===== src/rtl/seven_seg_pkg.sv =====
// Shared constants and types for the multiplexed seven-segment scan driver.
package seven_seg_pkg;

  // Segment bit position of the decimal point in {dp,g,f,e,d,c,b,a}.
  localparam int DP_BIT = 7;

  // Active-high hex glyphs {dp,g,f,e,d,c,b,a}: 0-9, A, b, C, d, E, F.
  localparam logic [7:0] GLYPH_TABLE [16] = '{
    8'h3F, 8'h06, 8'h5B, 8'h4F,
    8'h66, 8'h6D, 8'h7D, 8'h07,
    8'h7F, 8'h6F, 8'h77, 8'h7C,
    8'h39, 8'h5E, 8'h79, 8'h71
  };

  // Scan controller states.
  typedef enum logic [0:0] {
    IDLE = 1'b0,
    SCAN = 1'b1
  } state_e;

endpackage


===== src/rtl/seg_hex_decode.sv =====
// Combinational nibble-to-glyph decoder producing active-high segments.
// Blanking suppresses a-g only; the decimal point is always honoured.
module seg_hex_decode
  import seven_seg_pkg::*;
(
  input  logic [3:0] nibble,
  input  logic       blank,
  input  logic       dp,
  output logic [7:0] seg_hi
);

  // Look up the glyph, suppress it when blanked, then overlay the decimal point.
  always_comb begin
    seg_hi = 8'h00;
    if (blank) begin
      seg_hi = 8'h00;
    end else begin
      seg_hi = GLYPH_TABLE[nibble];
    end
    seg_hi[DP_BIT] = dp;
  end

endmodule


===== src/rtl/seven_seg_scan_drv.sv =====
// Multiplexed seven-segment scan driver: per-frame snapshot of the display
// inputs, per-digit slot timing with a tick-0 anti-ghosting guard, PWM
// brightness, leading-zero blanking and a registered frame-done strobe.
module seven_seg_scan_drv
  import seven_seg_pkg::*;
#(
  parameter int NUM_DIGITS     = 4,
  parameter int DIGIT_PERIOD   = 262144,
  parameter int BRIGHT_BITS    = 4,
  parameter int DIG_ACTIVE_LOW = 1,
  parameter int SEG_ACTIVE_LOW = 1
) (
  input  logic                    clk,
  input  logic                    rst_n,
  input  logic                    enable,
  input  logic [4*NUM_DIGITS-1:0] disp_num,
  input  logic [NUM_DIGITS-1:0]   dp,
  input  logic                    lz_blank,
  input  logic [BRIGHT_BITS-1:0]  brightness,
  output logic [NUM_DIGITS-1:0]   dig,
  output logic [7:0]              seg,
  output logic                    frame_done
);

  localparam int TICK_W = $clog2(DIGIT_PERIOD);
  localparam int IDX_W  = (NUM_DIGITS > 1) ? $clog2(NUM_DIGITS) : 1;

  localparam logic [TICK_W-1:0]     TICK_MAX = TICK_W'(DIGIT_PERIOD - 1);
  localparam logic [IDX_W-1:0]      IDX_LAST = IDX_W'(NUM_DIGITS - 1);
  localparam logic [NUM_DIGITS-1:0] DIG_OFF  =
    (DIG_ACTIVE_LOW != 0) ? {NUM_DIGITS{1'b1}} : {NUM_DIGITS{1'b0}};
  localparam logic [7:0]            SEG_OFF  =
    (SEG_ACTIVE_LOW != 0) ? 8'hFF : 8'h00;

  state_e                  state_r;
  logic [TICK_W-1:0]       tick_r;
  logic [IDX_W-1:0]        digit_idx_r;
  logic [4*NUM_DIGITS-1:0] snap_num_r;
  logic [NUM_DIGITS-1:0]   snap_dp_r;
  logic                    snap_lz_r;
  logic [NUM_DIGITS-1:0]   dig_r;
  logic [7:0]              seg_r;
  logic                    frame_done_r;

  logic [3:0]              cur_nib_s;
  logic                    cur_dp_s;
  logic                    cur_blank_s;
  logic [NUM_DIGITS-1:0]   dig_hi_s;
  logic [7:0]              seg_hi_s;
  logic [BRIGHT_BITS-1:0]  slot_s;
  logic                    lit_s;
  logic [NUM_DIGITS-1:0]   dig_next_s;
  logic [7:0]              seg_next_s;

  // Select the current digit's nibble/dp, its one-hot enable, and whether it is a leading zero.
  always_comb begin
    logic zero_run_s;
    cur_nib_s   = 4'h0;
    cur_dp_s    = 1'b0;
    cur_blank_s = 1'b0;
    dig_hi_s    = {NUM_DIGITS{1'b0}};
    zero_run_s  = 1'b1;
    for (int i = 0; i < NUM_DIGITS; i++) begin
      zero_run_s = zero_run_s & (snap_num_r[4*(NUM_DIGITS-1-i) +: 4] == 4'h0);
      if (IDX_W'(i) == digit_idx_r) begin
        cur_nib_s   = snap_num_r[4*(NUM_DIGITS-1-i) +: 4];
        cur_dp_s    = snap_dp_r[NUM_DIGITS-1-i];
        cur_blank_s = snap_lz_r & zero_run_s & (i != NUM_DIGITS - 1);
        dig_hi_s[NUM_DIGITS-1-i] = 1'b1;
      end else begin
        dig_hi_s[NUM_DIGITS-1-i] = 1'b0;
      end
    end
  end

  seg_hex_decode u_decode (
    .nibble (cur_nib_s),
    .blank  (cur_blank_s),
    .dp     (cur_dp_s),
    .seg_hi (seg_hi_s)
  );

  // Digit on-condition: scanning, past the guard tick, and inside the PWM window.
  // enable is included so a dropped enable blanks on the very next edge.
  always_comb begin
    slot_s = tick_r[TICK_W-1 -: BRIGHT_BITS];
    lit_s  = 1'b0;
    if ((state_r == SCAN) && enable && (tick_r != {TICK_W{1'b0}})) begin
      lit_s = (&brightness) | (slot_s < brightness);
    end else begin
      lit_s = 1'b0;
    end
    if (lit_s) begin
      dig_next_s = (DIG_ACTIVE_LOW != 0) ? ~dig_hi_s : dig_hi_s;
      seg_next_s = (SEG_ACTIVE_LOW != 0) ? ~seg_hi_s : seg_hi_s;
    end else begin
      dig_next_s = DIG_OFF;
      seg_next_s = SEG_OFF;
    end
  end

  // Scan FSM, tick/digit counters, frame snapshot and registered outputs.
  always_ff @(posedge clk or negedge rst_n) begin
    if (!rst_n) begin
      state_r      <= IDLE;
      tick_r       <= {TICK_W{1'b0}};
      digit_idx_r  <= {IDX_W{1'b0}};
      snap_num_r   <= {(4*NUM_DIGITS){1'b0}};
      snap_dp_r    <= {NUM_DIGITS{1'b0}};
      snap_lz_r    <= 1'b0;
      dig_r        <= DIG_OFF;
      seg_r        <= SEG_OFF;
      frame_done_r <= 1'b0;
    end else begin
      dig_r        <= dig_next_s;
      seg_r        <= seg_next_s;
      frame_done_r <= 1'b0;
      case (state_r)
        IDLE: begin
          tick_r      <= {TICK_W{1'b0}};
          digit_idx_r <= {IDX_W{1'b0}};
          if (enable) begin
            state_r    <= SCAN;
            snap_num_r <= disp_num;
            snap_dp_r  <= dp;
            snap_lz_r  <= lz_blank;
          end
        end
        SCAN: begin
          if (!enable) begin
            state_r     <= IDLE;
            tick_r      <= {TICK_W{1'b0}};
            digit_idx_r <= {IDX_W{1'b0}};
          end else if (tick_r == TICK_MAX) begin
            tick_r <= {TICK_W{1'b0}};
            if (digit_idx_r == IDX_LAST) begin
              digit_idx_r  <= {IDX_W{1'b0}};
              snap_num_r   <= disp_num;
              snap_dp_r    <= dp;
              snap_lz_r    <= lz_blank;
              frame_done_r <= 1'b1;
            end else begin
              digit_idx_r <= digit_idx_r + IDX_W'(1);
            end
          end else begin
            tick_r <= tick_r + TICK_W'(1);
          end
        end
        default: begin
          state_r     <= IDLE;
          tick_r      <= {TICK_W{1'b0}};
          digit_idx_r <= {IDX_W{1'b0}};
        end
      endcase
    end
  end

  assign dig        = dig_r;
  assign seg        = seg_r;
  assign frame_done = frame_done_r;

endmodule


===== config.mk =====
export PLATFORM = sky130hd
export DESIGN_NAME = seven_seg_scan_drv
export DESIGN_NICKNAME = d
export VERILOG_FILES = /design/src/rtl/seven_seg_pkg.sv /design/src/rtl/seg_hex_decode.sv /design/src/rtl/seven_seg_scan_drv.sv
export SDC_FILE = /design/constraint.sdc
export NUM_CORES = 1
export LEC_CHECK = 0
export BUFFER_PORTS_ARGS = -buffer_cell sky130_fd_sc_hd__clkbuf_2
export CAP_MARGIN = 0
export CELL_PAD_IN_SITES_DETAIL_PLACEMENT = 1
export CELL_PAD_IN_SITES_GLOBAL_PLACEMENT = 2
export CORE_ASPECT_RATIO = 1.2
export CORE_MARGIN = 5
export CORE_UTILIZATION = 38
export CTS_BUF_LIST = sky130_fd_sc_hd__clkbuf_2 sky130_fd_sc_hd__clkbuf_4 sky130_fd_sc_hd__clkbuf_8
export CTS_CLUSTER_DIAMETER = 100
export CTS_CLUSTER_SIZE = 20
export DETAILED_ROUTE_END_ITERATION = 10
export GPL_TIMING_DRIVEN = 0
export PLACE_DENSITY_LB_ADDON = 0.08
export SLEW_MARGIN = 20
export SYNTH_ARGS = -nofsm -noshare
export SYNTH_HDL_FRONTEND = slang
export SYNTH_SLANG_ARGS = --single-unit

===== constraint.sdc =====
create_clock -name clk -period 2.65 [get_ports clk]
set_input_delay 0.3975 -clock clk [delete_from_list [all_inputs] [get_ports clk]]
set_output_delay 0.3975 -clock clk [all_outputs]
set_load 0.02 [all_outputs]

==> results of run 1 <==
-- worst max path at each step --
| stage | start | endpoint | slack, ns | cells past startpoint |
|---|---|---|---|---|
| detailed placement | digit_idx_r[0]$_DFFE_PN0P_ | seg[3]$_DFF_PN1_ | -0.1 | 11 |
| global placement | digit_idx_r[1]$_DFFE_PN0P_ | seg[3]$_DFF_PN1_ | -0.04 | 12 |
| global route | digit_idx_r[1]$_DFFE_PN0P_ | seg[5]$_DFF_PN1_ | -0.004 | 12 |
| finish | digit_idx_r[1]$_DFFE_PN0P_ | seg[3]$_DFF_PN1_ | 0.15 | 12 |
| CTS | digit_idx_r[1]$_DFFE_PN0P_ | seg[3]$_DFF_PN1_ | 0.02 | 12 |
| floorplan | digit_idx_r[1]$_DFFE_PN0P_ | seg[3]$_DFF_PN1_ | 0.33 | 12 |
-- report_power, final --
group          internal (mW)  switching, mW  leakage (nW)
Sequential             0.897         0.0439         0.677
Combinational          0.131          0.145         0.779
Clock                  0.311          0.286        0.0618
Total                   1.34          0.475          1.52
-- area by class of cell --
type,count,area (sq um)
Buffer,9,75.1
Clock buffer,6,82.6
Clock inverter,2,38.8
Fill cell,868,4180
Inverter,15,56.3
Multi-Input combinational cell,191,1420
Sequential cell,55,1390
Tap cell,92,115
Timing Repair Buffer,41,223
-- registers in the layout, indices dropped and copies added (netlist names) --
register and count:
state_r 1, snap_num_r 16, snap_lz_r 1, digit_idx_r 2, tick_r 18, seg 8, snap_dp_r 4, frame_done 1
dig 4
-- kinds of logic after synthesis --
group                      after synthesis
and+or+nand+nor                         96
DFF                                     55
muxes                                   21
AOI/OAI and AO/OA                       43
buffers and inverters                   24
adders and majority gates               15
xor gates and xnor gates                16
-- metrics by stage --
step                      hold slack [ns]  cells  total power [mW]
after floorplan                     0.102    270              1.12
after global placement              0.484    402              1.22
after detailed placement            0.376    403              1.23
after CTS                          0.0249    411              1.84
after global routing               0.0361    411              1.91
final                              0.0301    411              1.81
-- routing by layer --
layer  GRT usage [%]  vias up  routed length, microns
met2            28.7       21                    3900
met4            3.51        0                      74
met1            16.1     1092                    2620
li1                -     1061                       -
met3            2.86        7                     162
met5               0        -                       0
-- repair_timing --
| action | CTS | global route |
|---|---|---|
| gates resized for setup | 3 | 5 |
| buffers inserted | 0 | 0 |
| setup endpoints to repair | 3 | 3 |
-- cells in the final DEF, fill, tap and decap left out, types with 5 or more instances in the layout --
cell / instances
nor3_1: 6
a21oi_1: 6
nand3_1: 12
mux2_2: 15
o21ai_0: 5
xnor2_1: 8
nand2_1: 23
clkbuf_2: 39
nand4_1: 5
xor2_1: 8
mux2_1: 6
clkbuf_8: 6
dfstp_2: 12
ha_1: 15
dfrtp_1: 43
nor2_1: 27
inv_1: 15
==> summary.md, run 1 <==
| Metric | Value |
|---|---|
| Worst Tran Pin Value | 0.646 ns |
| Post-detailed-route via-to-cell ratio | 5.31 |
| Total CTS buffers | 5 |
| Yosys top cell area share | 37.0% |
| Total Routing Usage GR | 14.7% |
| Synth area leaders | dfrtp_1 (37%), dfstp_2 (11%), ha_1 (6.4%) |
| Crit Reg-Reg Endpoint | seg[3]$_DFF_PN1_ |
| FF+latch count, synth | 55 |
| Mapped cell area | 2910 sq um |
| Die height | 106 microns |
| Routed Antenna Nets | 0 |
| Worst R2R Path Depth | 12 |
| Clk_lat worst skew | 0.31 ns |
| Crit end category | register |
| Number of global-route vias before repair | 2360 |
| Largest net degree at the start of global routing | 30 |
| Avg Inst Size Synth | 10.8 sq um |
| Mux share of post-synthesis cell area | 8.13% |
| Final core occ | 44.9% |
| Main combinational cell family by area after synthesis | simple AND/OR/NAND/NOR gates |
| Via Count | 2181 |
| Placer Congestion | 0.745 |
| Layout cell share with drive strength beyond 1 | 30.7% |
| Wire per inst | 16.4 microns |
| Slew headroom | 56.9% |
| Post-Synth Adder-Cell Area | 6.45% |
| Syn_nets | 313 |
| Clock Tree Root | clkbuf_8 |
| First-pass GRT wire length | 11400 microns |
| Clock skew | 0.00774 ns |
| Initial antenna violation count | 0 |
| Post-synthesis compound-gate area fraction | 11.5% |
| Max VDD drop | 0.215 mV |
| Post-route DRC | 0 |
| Clock-pin slew on the worst setup and hold paths | 0.10 ns |
| Ant diodes | 0 |
| Most frequent cells after synthesis | dfrtp_1 (43), nor2_1 (27), nand2_1 (23) |
| Worst EP arrival | 2.73 ns |
| Reg-to-reg startpoint | digit_idx_r[1]$_DFFE_PN0P_ |
| Cell mode on critical path | inv_1 |
| Outcome | finished clean |
| Fmax achieved | 401 MHz |
| Row count | 35 |
| R2r setup slk | 0.15 ns |
| Final hold vios | 0 |
| Min Tclk post-route | 2.50 ns |
| DP Area | 3250 sq um |
| CP required | 2.88 ns |
| TNS Setup | 0 ns |
| EDFF count, synth | 0 |
| Max-slew violation count | 0 |
| Worst path top cell family by delay | simple AND/OR/NAND/NOR gates |
| Initial DRT Pass Iterations | 4 |
| Dpl hpwl | 5300 microns |
| Leak | 1.52 nW |
| Max-cap violations | 0 |
| PortBufs | 40 |
| Design area | 3400 sq um |
| Hold buffer count at cts | 0 |
| Gr ovfl total | 0 |
| Worst setup margin | 0.154 ns |
| DR iter-0 viols | 25 |
| CP peak stage delay | 0.40 ns |
| Xor/xnor share of the synthesized area | 4.82% |
| Synth cell types | 52 |
| Die Wd | 89.9 microns |
| Area grow syn2layout | 16.8% |
| Post-synth top area cell | dfrtp_1 |
| Ys flop type | dfrtp_1 |
| Nets@finish | 361 |
| Type of the most critical hold path | in -> async |
| CTS Buffer Depth | 2 |
| Total core area | 7580 sq um |
| Crit path cell chain | inv_1, ha_1, buf_2, nand3b_1, a221o_1, and2_1, inv_1, ha_1, inv_1, nor3_4, a211oi_2, o211ai_1 |
| Ports | 41 |
| Yosys warns | 0 |
| Pwr Density | 534 nW/um^2 |
| Synth Area in Simple Gates | 16.8% |
| Clock Sinks | 55 |
| Dpl ws | -0.0962 ns |
| Finish-stage setup viols | 0 |
| Worst path slowest cell | dfrtp_1 |
| Buf+Inv Stages, Crit Path | 4 |
| Post-synth ARST share | 100% |
| Register area share after synthesis | 47.8% |
| Crit path kind | reg -> reg |
| CP Max Fanout | 10 |
| Die ar. | 9520 sq um |
| Crit share post-route | 94.2% |
| Most common cell in the netlist | dfrtp_1 |
| CTS H-Tree Depth | 2 |
| TritonCTS clock tree | done |
| Synth Instances | 270 |
| CP Launch Type | register |
| Initial Util | 38.4% |
| Final wirelength | 6760 microns |
(Power assumes the default switching activity.)
==> inputs of run 2 (changes only) <==
--- a/config.mk
+++ b/config.mk
@@ -5,13 +5,14 @@
 export SDC_FILE = /design/constraint.sdc
 export NUM_CORES = 1
 export LEC_CHECK = 0
+export ABC_AREA = 1
 export BUFFER_PORTS_ARGS = -buffer_cell sky130_fd_sc_hd__clkbuf_2
 export CAP_MARGIN = 0
 export CELL_PAD_IN_SITES_DETAIL_PLACEMENT = 1
 export CELL_PAD_IN_SITES_GLOBAL_PLACEMENT = 2
 export CORE_ASPECT_RATIO = 1.2
 export CORE_MARGIN = 5
-export CORE_UTILIZATION = 38
+export CORE_UTILIZATION = 35
 export CTS_BUF_LIST = sky130_fd_sc_hd__clkbuf_2 sky130_fd_sc_hd__clkbuf_4 sky130_fd_sc_hd__clkbuf_8
 export CTS_CLUSTER_DIAMETER = 100
 export CTS_CLUSTER_SIZE = 20
==> run 2 against run 1 <==
  * Critical endpoint is now seg[0]$_DFF_PN1_
  * Fmax up 9.6%
  * Combinational power grew 44%
  * Hold slack better by 0.18 ns
  * Largest power group unchanged
  * Global-route usage is 1.5 points higher
  * Clock power down 2%
  * Via count up 29%
  * Clock skew is 0.0049 ns higher
==> summary.md, run 2 <==
| Metric | Value |
|---|---|
| Outcome | finished clean |
| Crit end category | register |
| Post-synth ARST share | 100% (unchanged) |
| Number of global-route vias before repair | 3053 (+29%) |
| PortBufs | 40 (unchanged) |
| CP required | 2.87 ns (about the same) |
| Min Tclk post-route | 2.28 ns (-0.218 ns) |
| Wire per inst | 15.0 microns (-9.1%) |
| Clock skew | 0.0127 ns (+0.00493 ns) |
| CP Launch Type | register |
| Finish-stage setup viols | 0 (unchanged) |
| Max FFs per register | 18 (unchanged) |
| Nets@finish | 495 (+37%) |
| Slew headroom | 71.8% (+15 points) |
| Total Routing Usage GR | 16.2% (+1.5 points) |
| Placer Congestion | 0.833 (+12%) |
| Most frequent cells after synthesis | nand2_1 (110), dfrtp_1 (43), nand3_1 (41) |
| Post-synth top area cell | dfrtp_1 |
| Setup bufs post-CTS | 0 (unchanged) |
| RSZ-0062 raised after global routing | false |
| Yosys top cell area share | 33.5% (-3.5 points) |
| Post-detailed-route via-to-cell ratio | 4.90 (-7.6%) |
| Layout cell share with drive strength beyond 1 | 22.3% (-8.4 points) |
| Die height | 115 microns (+8.6%) |
| Ys flop type | dfrtp_1 |
| Initial antenna violation count | 0 (unchanged) |
| Mapped cell area | 3210 sq um (+10%) |
| Worst R2R Path Depth | 12 (unchanged) |
| Commonest non-fill, non-tap cell in the layout | nand2_1 |
| CP peak stage delay | 0.45 ns (+0.05 ns) |
| Ports | 41 (unchanged) |
| Fmax achieved | 439 MHz (+9.6%) |
| Clock Sinks | 55 (unchanged) |
| Synth cell types | 32 (-38%) |
| Gr ovfl total | 0 (unchanged) |
| Area grow syn2layout | 15.5% |
| Row count | 38 (+8.6%) |
| Final hold vios | 0 (unchanged) |
| R2r setup slk | 0.37 ns (+0.22 ns) |
| Hold buffer count at cts | 1 (+1) |
| Crit share post-route | 86.0% (-8.2 points) |
| Yosys warns | 0 (unchanged) |
| Hold EP | state_r$_DFF_PN0_ |
| Worst Tran Pin Value | 0.422 ns (-0.224 ns) |
| Max-cap violations | 0 (unchanged) |
| First-pass GRT wire length | 14800 microns (+29%) |
| DP Area | 3590 sq um (+10%) |
| Avg Inst Size Synth | 7.97 sq um (-26%) |
| CTS Buffer Depth | 2 (unchanged) |
| Clock Tree Root | clkbuf_8 |
| Die Wd | 97.5 microns (+8.4%) |
| Post-route DRC | 0 (unchanged) |
| Final wirelength | 8570 microns (+27%) |
| Max-slew violation count | 0 (unchanged) |
| EDFF count, synth | 0 (unchanged) |
| Hold wc startpoint | enable |
| CTS H-Tree Depth | 2 (unchanged) |
| Initial Util | 35.6% (-2.8 points) |
| Most common cell in the netlist | nand2_1 |
| CP Max Fanout | 10 (unchanged) |
| Most frequent cells in the layout | nand2_1 (110), dfrtp_1 (43), nand3_1 (41), clkbuf_2 (39), nor2_1 (38) |
| Biggest register | tick_r |
| Dpl hpwl | 6750 microns (+27%) |
| Die ar. | 11200 sq um (+18%) |
| Crit path cell chain | inv_1, ha_1, buf_2, inv_2, or2_2, nand3_1, nand2_1, ha_1, inv_1, nand3_1, nand3_1, nand3_1 |
| Initial DRT Pass Iterations | 5 (+1) |
| Routed Antenna Nets | 0 (unchanged) |
| Worst path slowest cell | dfrtp_1 |
| Leak | 1.80 nW (+18%) |
| Buf+Inv Stages, Crit Path | 4 (unchanged) |
| # resized after CTS | 0 (-3) |
| Crit path kind | reg -> reg |
| Via Count | 2809 (+29%) |
| Synth area leaders | dfrtp_1 (33%), nand2_1 (13%), dfstp_2 (9.8%) |
| Crit Reg-Reg Endpoint | seg[0]$_DFF_PN1_ |
| Worst path top cell family by delay | simple AND/OR/NAND/NOR gates |
| Total core area | 9030 sq um (+19%) |
| Synth Instances | 403 (+49%) |
| Clock-pin slew on the worst setup and hold paths | 0.11 ns (about the same) |
| Cell mode on critical path | nand3_1 |
| Clk_lat worst skew | 0.32 ns (about the same) |
| Pwr Density | 525 nW/um^2 (-1.7%) |
| FF+latch count, synth | 55 (unchanged) |
| Reg-to-reg startpoint | digit_idx_r[0]$_DFFE_PN0P_ |
| Largest net degree at the start of global routing | 34 (+13%) |
| Hold Crit Depth | 1 |
| TritonCTS clock tree | done |
| Design area | 3710 sq um (+9.2%) |
| Total CTS buffers | 5 (unchanged) |
| Syn_nets | 446 (+42%) |
| TNS Setup | 0 ns (unchanged) |
| Worst EP arrival | 2.50 ns (-0.23 ns) |
| Type of the most critical hold path | in -> reg |
| Ant diodes | 0 (unchanged) |
| Max VDD drop | 0.237 mV (+10%) |
| Register area share after synthesis | 43.3% (-4.5 points) |
| DR iter-0 viols | 69 (+180%) |
[run 2: cell types whose count changed after synthesis, moves of 4 or more]
cell	before	now
mux2_2	15	0
mux2_1	6	0
inv_1	15	31
nor3_1	7	12
a21oi_1	6	10
nand3_1	12	41
nand2_1	23	110
xnor2_1	8	1
nor2_1	27	38
nand2_2	0	5
nand4_1	5	28
inv_2	0	7
[run 2: how the worst max path moves through the flow]
stage / slack [ns] / cells past startpoint / start / end
final: 0.37 / 12 / digit_idx_r[0]$_DFFE_PN0P_ / seg[0]$_DFF_PN1_
after global routing: 0.13 / 12 / digit_idx_r[0]$_DFFE_PN0P_ / seg[0]$_DFF_PN1_
after CTS: 0.35 / 12 / digit_idx_r[0]$_DFFE_PN0P_ / seg[0]$_DFF_PN1_
after detailed placement: 0.37 / 12 / digit_idx_r[0]$_DFFE_PN0P_ / seg[0]$_DFF_PN1_
after global placement: 0.40 / 12 / digit_idx_r[0]$_DFFE_PN0P_ / seg[0]$_DFF_PN1_
after floorplan: 0.76 / 12 / digit_idx_r[0]$_DFFE_PN0P_ / seg[0]$_DFF_PN1_
[run 2: per-stage QoR]
step           setup slack [ns]  total power [mW]  utilization (%)  std cells  hold WS, ns
6_report                  0.372              1.95             41.1        573        0.209
5_1_grt                   0.135              2.07             41.1        573        0.192
4_1_cts                   0.355              1.99             41.1        573        0.201
3_5_place_dp              0.373              1.39             39.7        564        0.354
3_3_place_gp              0.403              1.37             39.4        563        0.464
2_1_floorplan             0.760              1.23                -        403        0.102
[run 2: cells by family after synthesis]
group           count (synthesis)  synth area share (%)
compound gates                 18                  3.27
xor+xnor                        9                  2.45
fa+ha+maj                      15                  5.84
buf+inv                        53                  7.44
flops                          55                  43.3
simple gates                  253                  37.7
[run 2: final cells by class]
cell class,instances,area (sq um)
repair buffers,42,233
inverters,39,146
fillers,1161,5320
clock inverters,3,47.5
multi-input cells,295,1580
flip-flops and latches,55,1390
clock buffers,5,68.8
well taps,120,150
plain buffers,14,92.6
[run 2: power by group]
group          switching (mW)  internal [mW]  leakage, nW
sequential             0.0592          0.906        0.691
clock                   0.299          0.287       0.0587
combinational           0.257          0.139         1.05
[run 2: routing by layer]
layer / part of all wire, % / wire, microns / GRT usage, %
met3: 2.3 / 201 / 1.82
met2: 50 / 4330 / 29.3
met4: 1.1 / 94 / 4.16
met1: 46 / 3950 / 20.6
met5: 0 / 0 / 0
[run 2: worst reg2reg max path, cell delays in order, from the launching register on]
cell	delay, ns
dfrtp_1	0.45
inv_1	0.11
ha_1	0.14
buf_2	0.21
inv_2	0.12
or2_2	0.28
nand3_1	0.08
nand2_1	0.11
ha_1	0.26
inv_1	0.14
nand3_1	0.09
nand3_1	0.09
nand3_1	0.09
